<file path="src/rtl/max16_sched_pkg.sv">
// Shared definitions for the max16 round-robin scheduler: FSM encoding,
// default geometry and a constant-width helper.
package max16_sched_pkg;

  localparam int DEF_NUM_REQ   = 4;
  localparam int DEF_REQ_WIDTH = 128;
  localparam int DEF_RES_WIDTH = 8;
  localparam int DEF_LATENCY   = 16;

  typedef enum logic [1:0] {
    ST_RUN   = 2'd0,
    ST_DRAIN = 2'd1,
    ST_IDLE  = 2'd2
  } state_t;

  // Smallest r with 2**r >= value; used for localparam widths.
  function automatic int clog2(input int value);
    int r;
    r = 0;
    while ((1 << r) < value) r++;
    return r;
  endfunction

endpackage

</file>
<file path="src/rtl/max16_tag_pipe.sv">
// Valid+tag delay line matching the datapath latency; only the valid bits
// are reset so a reset discards every in-flight result.
module max16_tag_pipe #(
  parameter int DEPTH = 16,
  parameter int TAG_W = 2
) (
  input  logic             clk,
  input  logic             rst,
  input  logic             in_valid,
  input  logic [TAG_W-1:0] in_tag,
  output logic             out_valid,
  output logic [TAG_W-1:0] out_tag
);

  logic [DEPTH-1:0] valid_q;
  logic [TAG_W-1:0] tag_q [DEPTH];

  always_ff @(posedge clk or posedge rst) begin
    if (rst) begin
      valid_q <= '0;
    end else begin
      valid_q[0] <= in_valid;
      for (int i = 1; i < DEPTH; i++) valid_q[i] <= valid_q[i-1];
    end
  end

  // NOTE: tag storage has no reset; a tag is only ever read when its valid bit is set.
  always_ff @(posedge clk) begin
    tag_q[0] <= in_tag;
    for (int i = 1; i < DEPTH; i++) tag_q[i] <= tag_q[i-1];
  end

  assign out_valid = valid_q[DEPTH-1];
  assign out_tag   = tag_q[DEPTH-1];

endmodule

</file>
<file path="src/rtl/max16_sched.sv">
// Round-robin scheduler sharing one fixed-latency max16 datapath between
// NUM_REQ requesters, with result routing and a drain/idle handshake.
module max16_sched
  import max16_sched_pkg::*;
#(
  parameter  int NUM_REQ   = DEF_NUM_REQ,
  parameter  int REQ_WIDTH = DEF_REQ_WIDTH,
  parameter  int RES_WIDTH = DEF_RES_WIDTH,
  parameter  int LATENCY   = DEF_LATENCY,
  localparam int TAG_W     = clog2(NUM_REQ),
  localparam int CNT_W     = clog2(LATENCY + 2)
) (
  input  logic                         clk,
  input  logic                         rst,
  input  logic [NUM_REQ-1:0]           req_valid,
  input  logic [NUM_REQ*REQ_WIDTH-1:0] req_data,
  output logic [NUM_REQ-1:0]           req_ready,
  output logic                         dp_valid,
  output logic [REQ_WIDTH-1:0]         dp_din,
  input  logic [RES_WIDTH-1:0]         dp_dout,
  output logic [NUM_REQ-1:0]           rsp_valid,
  output logic [RES_WIDTH-1:0]         rsp_data,
  input  logic                         drain,
  output logic                         idle,
  output logic [CNT_W-1:0]             inflight
);

  state_t           state, state_nxt;
  logic [TAG_W-1:0] rr_ptr, grant_idx, cand_idx, tag_reg, tp_tag;
  logic             grant_any, tp_valid;
  int               cand;

  // NOTE: every always_comb output gets a default first, so no latch is inferred.
  always_comb begin
    grant_any = 1'b0;
    grant_idx = '0;
    cand      = 0;
    cand_idx  = '0;
    req_ready = '0;
    if (state == ST_RUN && !drain) begin
      for (int k = 0; k < NUM_REQ; k++) begin
        cand = int'(rr_ptr) + k;
        if (cand >= NUM_REQ) cand = cand - NUM_REQ;
        cand_idx = TAG_W'(cand);
        if (!grant_any && req_valid[cand_idx]) begin
          grant_any = 1'b1;
          grant_idx = cand_idx;
        end
      end
    end
    if (grant_any) req_ready[grant_idx] = 1'b1;
  end

  // NOTE: sequential state uses non-blocking assignments only; combinational blocks use blocking.
  always_ff @(posedge clk or posedge rst) begin
    if (rst) begin
      rr_ptr   <= '0;
      dp_valid <= 1'b0;
      dp_din   <= '0;
      tag_reg  <= '0;
      inflight <= '0;
      state    <= ST_RUN;
    end else begin
      state    <= state_nxt;
      dp_valid <= grant_any;
      if (grant_any) begin
        dp_din  <= req_data[int'(grant_idx)*REQ_WIDTH +: REQ_WIDTH];
        tag_reg <= grant_idx;
        rr_ptr  <= (int'(grant_idx) == NUM_REQ - 1) ? '0 : grant_idx + 1'b1;
      end
      if (grant_any && !tp_valid)      inflight <= inflight + 1'b1;
      else if (!grant_any && tp_valid) inflight <= inflight - 1'b1;
    end
  end

  max16_tag_pipe #(
    .DEPTH (LATENCY),
    .TAG_W (TAG_W)
  ) u_tag_pipe (
    .clk       (clk),
    .rst       (rst),
    .in_valid  (dp_valid),
    .in_tag    (tag_reg),
    .out_valid (tp_valid),
    .out_tag   (tp_tag)
  );

  always_comb begin
    rsp_valid = '0;
    if (tp_valid) rsp_valid[tp_tag] = 1'b1;
  end

  assign rsp_data = dp_dout;

  // DRAIN leaves as soon as the last retirement is under way, so IDLE follows
  // the final response directly; no grants are possible while draining.
  always_comb begin
    state_nxt = state;
    unique case (state)
      ST_RUN:   if (drain) state_nxt = ST_DRAIN;
      ST_DRAIN: if (inflight == CNT_W'(tp_valid)) state_nxt = ST_IDLE;
      ST_IDLE:  if (!drain) state_nxt = ST_RUN;
      default:  state_nxt = ST_RUN;
    endcase
  end

  assign idle = (state == ST_IDLE);

endmodule

</file>
<file path="config.mk">
export PLATFORM = sky130hd
export DESIGN_NAME = max16_sched
export DESIGN_NICKNAME = d
export VERILOG_FILES = /design/src/rtl/max16_sched_pkg.sv /design/src/rtl/max16_tag_pipe.sv /design/src/rtl/max16_sched.sv
export SDC_FILE = /design/constraint.sdc
export NUM_CORES = 1
export LEC_CHECK = 0
export BUFFER_PORTS_ARGS = -buffer_cell sky130_fd_sc_hd__buf_4
export CAP_MARGIN = 20
export CORE_AREA = 2 2 267 269
export DETAILED_ROUTE_END_ITERATION = 8
export DIE_AREA = 0 0 269 271
export GPL_ROUTABILITY_DRIVEN = 0
export HOLD_SLACK_MARGIN = 0.08
export SETUP_SLACK_MARGIN = 0.4
export SYNTH_ARGS = -nofsm -noshare
export SYNTH_HDL_FRONTEND = slang
export SYNTH_HIERARCHICAL = 1
export SYNTH_SLANG_ARGS = --single-unit
</file>
<file path="constraint.sdc">
create_clock -name clk -period 6.45 [get_ports clk]
set_input_delay 1.29 -clock clk [delete_from_list [all_inputs] [get_ports clk]]
set_output_delay 1.29 -clock clk [all_outputs]
set_load 0.05 [all_outputs]
</file>
### After elaboration in Yosys (flattened, before gate mapping)

Memories as Yosys holds them, arrays and structs flattened.
Index checks and enable logic that the tools add are counted.

* flip-flop bits (word level): 156
* bits in writable memories: 32
* bits of input ports: 527
* word-level logic and storage cells: 97
* memories: 1

Memory list
* u_tag_pipe.tag_q: words 16, width 2, rd ports 16, clocked after memory_dff 0, wr ports 16, line max16_tag_pipe.sv:16 `logic [TAG_W-1:0] tag_q [DEPTH];`

* $add $sub $neg: 10
* magnitude comparators: 12
* equal/unequal tests: 7
* shifts and indexed selects: 1
* muxes and demuxes: 42
* reduce and logical (&&, ||, !) cells: 17

Operators by type and width (count)
* $shiftx A512 B10 Y128: 1
* $mux W2: 17
* $lt A2 B3 Y1 const B: 6
* $mux W1: 14
* $mux W5: 2
* $ge A3 B3 Y1 const B: 3
* $bmux W1 S2: 4
* $logic_and A1 B1 Y1: 8
* $mux W4: 2
* $sub A2 B1 Y2 const B: 4
* $add A2 B2 Y3 const B: 2
* $logic_not A1 Y1: 6
* $ne A2 B2 Y1 const B: 3
* $pmux W2 S3: 1
* $add A5 B1 Y5 const B: 1
* $eq A5 B1 Y1: 1
* $sub A5 B1 Y5 const B: 1
* $demux W1 S2: 2
* $eq A2 B1 Y1 const B: 2
* $ge A2 B1 Y1 const B: 2
* $add A2 B1 Y3 const B: 1
* $ge A2 B3 Y1 const B: 1
* $reduce_and A3 Y1: 1
* $add A2 B1 Y2 const B: 1
* other kinds (3): 3

### Depth between registers and ports, before layout

* depth after elaboration: 24
* mapped depth: 13
* depth with buffers taken out: 11

### By module

The synthesis kept the hierarchy.

By module, submodules not included
* max16_sched: instances 1, cells each 1115, area each 10351.2 µm², sequential area each 3503.4 µm²
* max16_tag_pipe: instances 1, cells each 51, area each 1059.8 µm², sequential area each 1041.0 µm²

### Worst setup path after synthesis

Ideal clock, no wire load.

* path type: in2out
* start: in req_valid[2]
* end: out req_ready[0]
* arrival: 3.040 ns
* required time: 5.160 ns
* path slack: 2.120 ns
* stages on the path: 9
* path buffers: 3
* cells stage by stage: or4_1 > buf_4 > nand2_4 > nor2_2 > inv_2 > buf_8 > buf_6 > ha_1 > and3_1

* word-level cells in the longest chain between the ends: 21
* elaborated cells on any way between the ends: 33
* classes of those cells: 2 x order compare; 24 x mux; 7 x reduce/logical

RTL lines
* from (decl): line max16_sched.sv:15 `input logic [NUM_REQ-1:0] req_valid,`
* $bmux W1 S2: line max16_sched.sv:45 `if (!grant_any && req_valid[cand_idx]) begin`
* $mux W1 (implied by the code): line max16_sched.sv:45
* $mux W1: line max16_sched.sv:45
* $mux W1: line max16_sched.sv:40 `if (state == ST_RUN && !drain) begin`
* $logic_not A1 Y1: line max16_sched.sv:45
* $logic_and A1 B1 Y1: line max16_sched.sv:45
* $mux W1: line max16_sched.sv:45
* $mux W1: line max16_sched.sv:40
* (+6 left out)
* $mux W2 (*): line max16_sched.sv:45
* $mux W2 (*): line max16_sched.sv:40
* named net grant_idx[1]: line max16_sched.sv:29 `logic [TAG_W-1:0] rr_ptr, grant_idx, cand_idx, tag_reg, tp_tag;`
* $lt A2 B3 Y1 (implied by the code) / $ge A2 B1 Y1 (equally long branches): line max16_sched.sv:51 `if (grant_any) req_ready[grant_idx] = 1'b1;`
* $logic_and A1 B1 Y1 (implied by the code): line max16_sched.sv:51
* $mux W1 (implied by the code): line max16_sched.sv:51
* $demux W1 S2 (*): line max16_sched.sv:51
* $mux W4 (*): line max16_sched.sv:51
* to (decl): line max16_sched.sv:17 `output logic [NUM_REQ-1:0] req_ready,`

The timed path passes the listed nets; every way through them passes the cells marked *. The select of a mux whose other input is x is not followed.

### Worst setup path after layout

* start: in drain
* end: out req_ready[0]

* word-level cells in the longest chain between the ends: 8
* elaborated cells on any way between the ends: 10
* classes of those cells: 2 x order compare; 5 x mux; 3 x reduce/logical

RTL lines
* from (decl): line max16_sched.sv:23 `input logic drain,`
* $logic_not A1 Y1 (*)
* $logic_and A1 B1 Y1 (*): line max16_sched.sv:40
* $mux W2 (*): line max16_sched.sv:40
* named net grant_idx[1]: line max16_sched.sv:29
* $lt A2 B3 Y1 (implied by the code) / $ge A2 B1 Y1 (equally long branches): line max16_sched.sv:51
* $logic_and A1 B1 Y1 (implied by the code): line max16_sched.sv:51
* $mux W1 (implied by the code): line max16_sched.sv:51
* $demux W1 S2 (*): line max16_sched.sv:51
* $mux W4 (*): line max16_sched.sv:51

The timed path passes the listed nets; every way through them passes the cells marked *.

==> results.json <==
{
  "yosysSeqAreaShare": 0.398,
  "reg2regPathDepth": 11,
  "grtUsageTotal": 0.141,
  "vdd_drop_max_v": 0.000442,
  "whs_path_depth": 0,
  "regToRegEndpoint": "inflight[4]$_DFFE_PP0P_",
  "regMostFlops": "dp_din",
  "timing.clock.skew_ps": 15.0,
  "rsz0062_at_grt": "no",
  "largest_register_ffs": 128,
  "setup_violations": 0,
  "grt_pass1_wl_mm": 76.5,
  "post_cts_buffers": 0,
  "htree_levels": 4,
  "crit_path_max_fanout": 37,
  "clk_pin_slew_ps": 80,
  "fp.coreArea_sq_um": 69800,
  "drt_pass1_iterations": 4,
  "dr_total_vias": 11600,
  "worst_setup_path_start_kind": "primary input",
  "p_leak_nw": 8.06,
  "drive_gt1_frac": 0.487,
  "cts-root-buf": "clkbuf_16",
  "wl_mm": 52.8,
  "drv_cap": 0,
  "nets": 2270,
  "place_inst": 2655,
  "yosysTopAreaCell": "dfrtp_1",
  "synth_edf_count": 0,
  "netlist_instances": 1166,
  "power.density_nw_per_um2": 435,
  "post_cts_resized": 0,
  "die_w_microns": 269,
  "synth.cell_area_sq_um": 11400,
  "n_antenna_cell": 0,
  "min_to": "u_tag_pipe/tag_q[3][1]$_DFF_P_",
  "fp.dieArea_sq_um": 72900,
  "synth_top_area_share": 0.342,
  "hpwl_mm": 38.9,
  "portBuffers": 661,
  "worst_slack_ps": 1670,
  "reg2reg_slack_ps": 3160,
  "hold_path.class": "reg2reg",
  "fmax_mhz": 209,
  "dieHeight_microns": 271,
  "ant_nets": 0,
  "cts-buffers-inserted": 17,
  "tns_ps": 0,
  "ys_async_sr_fraction": 0.830,
  "finalHoldViolCount": 0,
  "clock_latency_ps": 480,
  "yosysWarnings": 6,
  "synth_cell_types": 45,
  "drt-initial-drc-count": 608,
  "finalMaxSlewViolations": 0,
  "synth_area_leaders": "dfrtp_1 34%, a211oi_2 13%, mux2i_1 11%",
  "grt_pass1_vias": 11900,
  "relSlewSlack": 0.402,
  "tritoncts": "done",
  "cp-end-kind": "output pin",
  "worst_pin_slew_ps": 892,
  "initial_utilization": 0.164,
  "synth_ff_type": "dfrtp_1",
  "reg.largest.list": "dp_din (128), u_tag_pipe/tag_q (32), u_tag_pipe/valid_q (16)",
  "period_needed_ps": 4780,
  "drt-vias-per-instance": 4.33,
  "ys_ff_latch": 188,
  "grt.overflow.total": 0,
  "outcome": "complete, no violations",
  "stdcell_count": 2687,
  "pre_cts_ws_ps": 1590,
  "post_drt_wl_per_cell_microns": 19.6,
  "post-route-util": 0.253,
  "antenna_found_initial": 1,
  "syn_avg_cell_area_sq_um": 9.79,
  "syn_nets": 1702,
  "io_pins": 678,
  "critPathKind": "in2out",
  "holdWs_ps": 315,
  "required_ps": 5160,
  "finalCritPeriodShare": 0.742,
  "hp-start": "u_tag_pipe/tag_q[2][3]$_DFF_P_",
  "cp.arrival_ps": 3490,
  "cts.sinks": 188,
  "drc": 0,
  "area_delta_synth_final_pct": 54.9,
  "cts_buffer_depth": 2,
  "num_rows": 97,
  "hold_buffers": 0,
  "grt_max_degree": 132,
  "reg2reg_from": "state[0]$_DFFE_PP0P_"
}
## through the flow
step / area, sq um / power, W
floorplan: 11400 / 0.00509
global placement: 17100 / 0.00661
detailed placement: 17100 / 0.00664
CTS: 17700 / 0.00779
global route: 17700 / 0.00812
finish: 17700 / 0.00768
## where the power goes
group	switching, W	internal (W)	total, W	leakage [nW]
combinational	0.00304	0.00151	0.00455	5.73
clock	0.000582	0.000517	0.00110	0.275
sequential	0.000319	0.00171	0.00203	2.06
total	0.00394	0.00374	0.00768	8.06
## Yosys cell counts (all sizes together) (2+ instances only)
library cell / count
nor4: 127
ha: 8
inv: 8
a211oi: 252
nand2: 140
and2: 2
dfxtp: 32
a221oi: 2
xor2: 2
o21ai: 2
a21o: 3
nor2: 135
mux2i: 131
clkbuf: 62
dfrtp: 156
nand4: 2
and3: 5
nor3: 2
buf: 73
xnor2: 4
a21oi: 6
## critical path: stages
cell and delay [ps]:
buf_4 120, nor3_2 670, nand2_4 160, nor2_2 380
inv_4 260, ha_1 270, and3_1 140, buf_4 180
## how the worst max path moves through the flow
stage           from                    end  slack, ps  cells after the start
3_3_place_gp   drain           req_ready[1]       1600                      8
2_1_floorplan    rst  dp_din[0]$_DFFE_PP0P_       1410                      1
3_5_place_dp   drain           req_ready[1]       1590                      8
4_1_cts        drain           req_ready[1]       1580                      8
5_1_grt        drain           req_ready[1]       1520                      8
6_report       drain           req_ready[0]       1670                      8
## kinds of logic after synthesis
| kind of cell | Yosys count | synth area share |
|---|---|---|
| and+or+nand+nor | 419 | 0.173 |
| AOI/OAI and AO/OA | 269 | 0.229 |
| DFF | 188 | 0.398 |
| buffers and inverters | 143 | 0.0692 |
| muxes | 132 | 0.116 |
| adders and majority gates | 9 | 0.0105 |
| xor gates and xnor gates | 6 | 0.00461 |
## layout by cell type, fill, tap and decap left out, types with 3 or more instances in the layout
cell type  synthesis  final
dfxtp_1           32     32
a211oi_2         120    120
nor2_1           133    133
inv_8              0      4
nand2_1          139    139
xnor2_1            4      4
ha_1               8      8
dfrtp_1          156    156
and3_1             5      5
clkbuf_16          0     17
mux2i_1          131    131
inv_6              0      5
buf_12             0      8
a211oi_1         132    132
buf_4             24    676
a21o_1             3      3
nor4_1           127    127
inv_1              6      5
a21oi_1            5      5
## final cells by class
| type | count | area, sq um |
|---|---|---|
| Inverter | 8 | 40.0 |
| Multi-Input combinational cell | 835 | 6100 |
| Sequential cell | 188 | 4540 |
| Clock buffer | 18 | 429 |
| Timing Repair Buffer | 684 | 5240 |
| Clock inverter | 14 | 145 |
| Fill cell | 7596 | 52100 |
| Tap cell | 940 | 1180 |
## per-layer routing
layer / global-route usage / part of all wire / vias to the layer above / wire length [microns]
met1: 0.185 / 0.44 / 5612 / 23300
met2: 0.227 / 0.47 / 484 / 25000
met3: 0.0328 / 0.064 / 58 / 3350
li1: - / - / 5479 / -
met5: 0 / 0 / - / 0
met4: 0.0446 / 0.022 / 0 / 1160
Power figures use the tool's default switching activity.
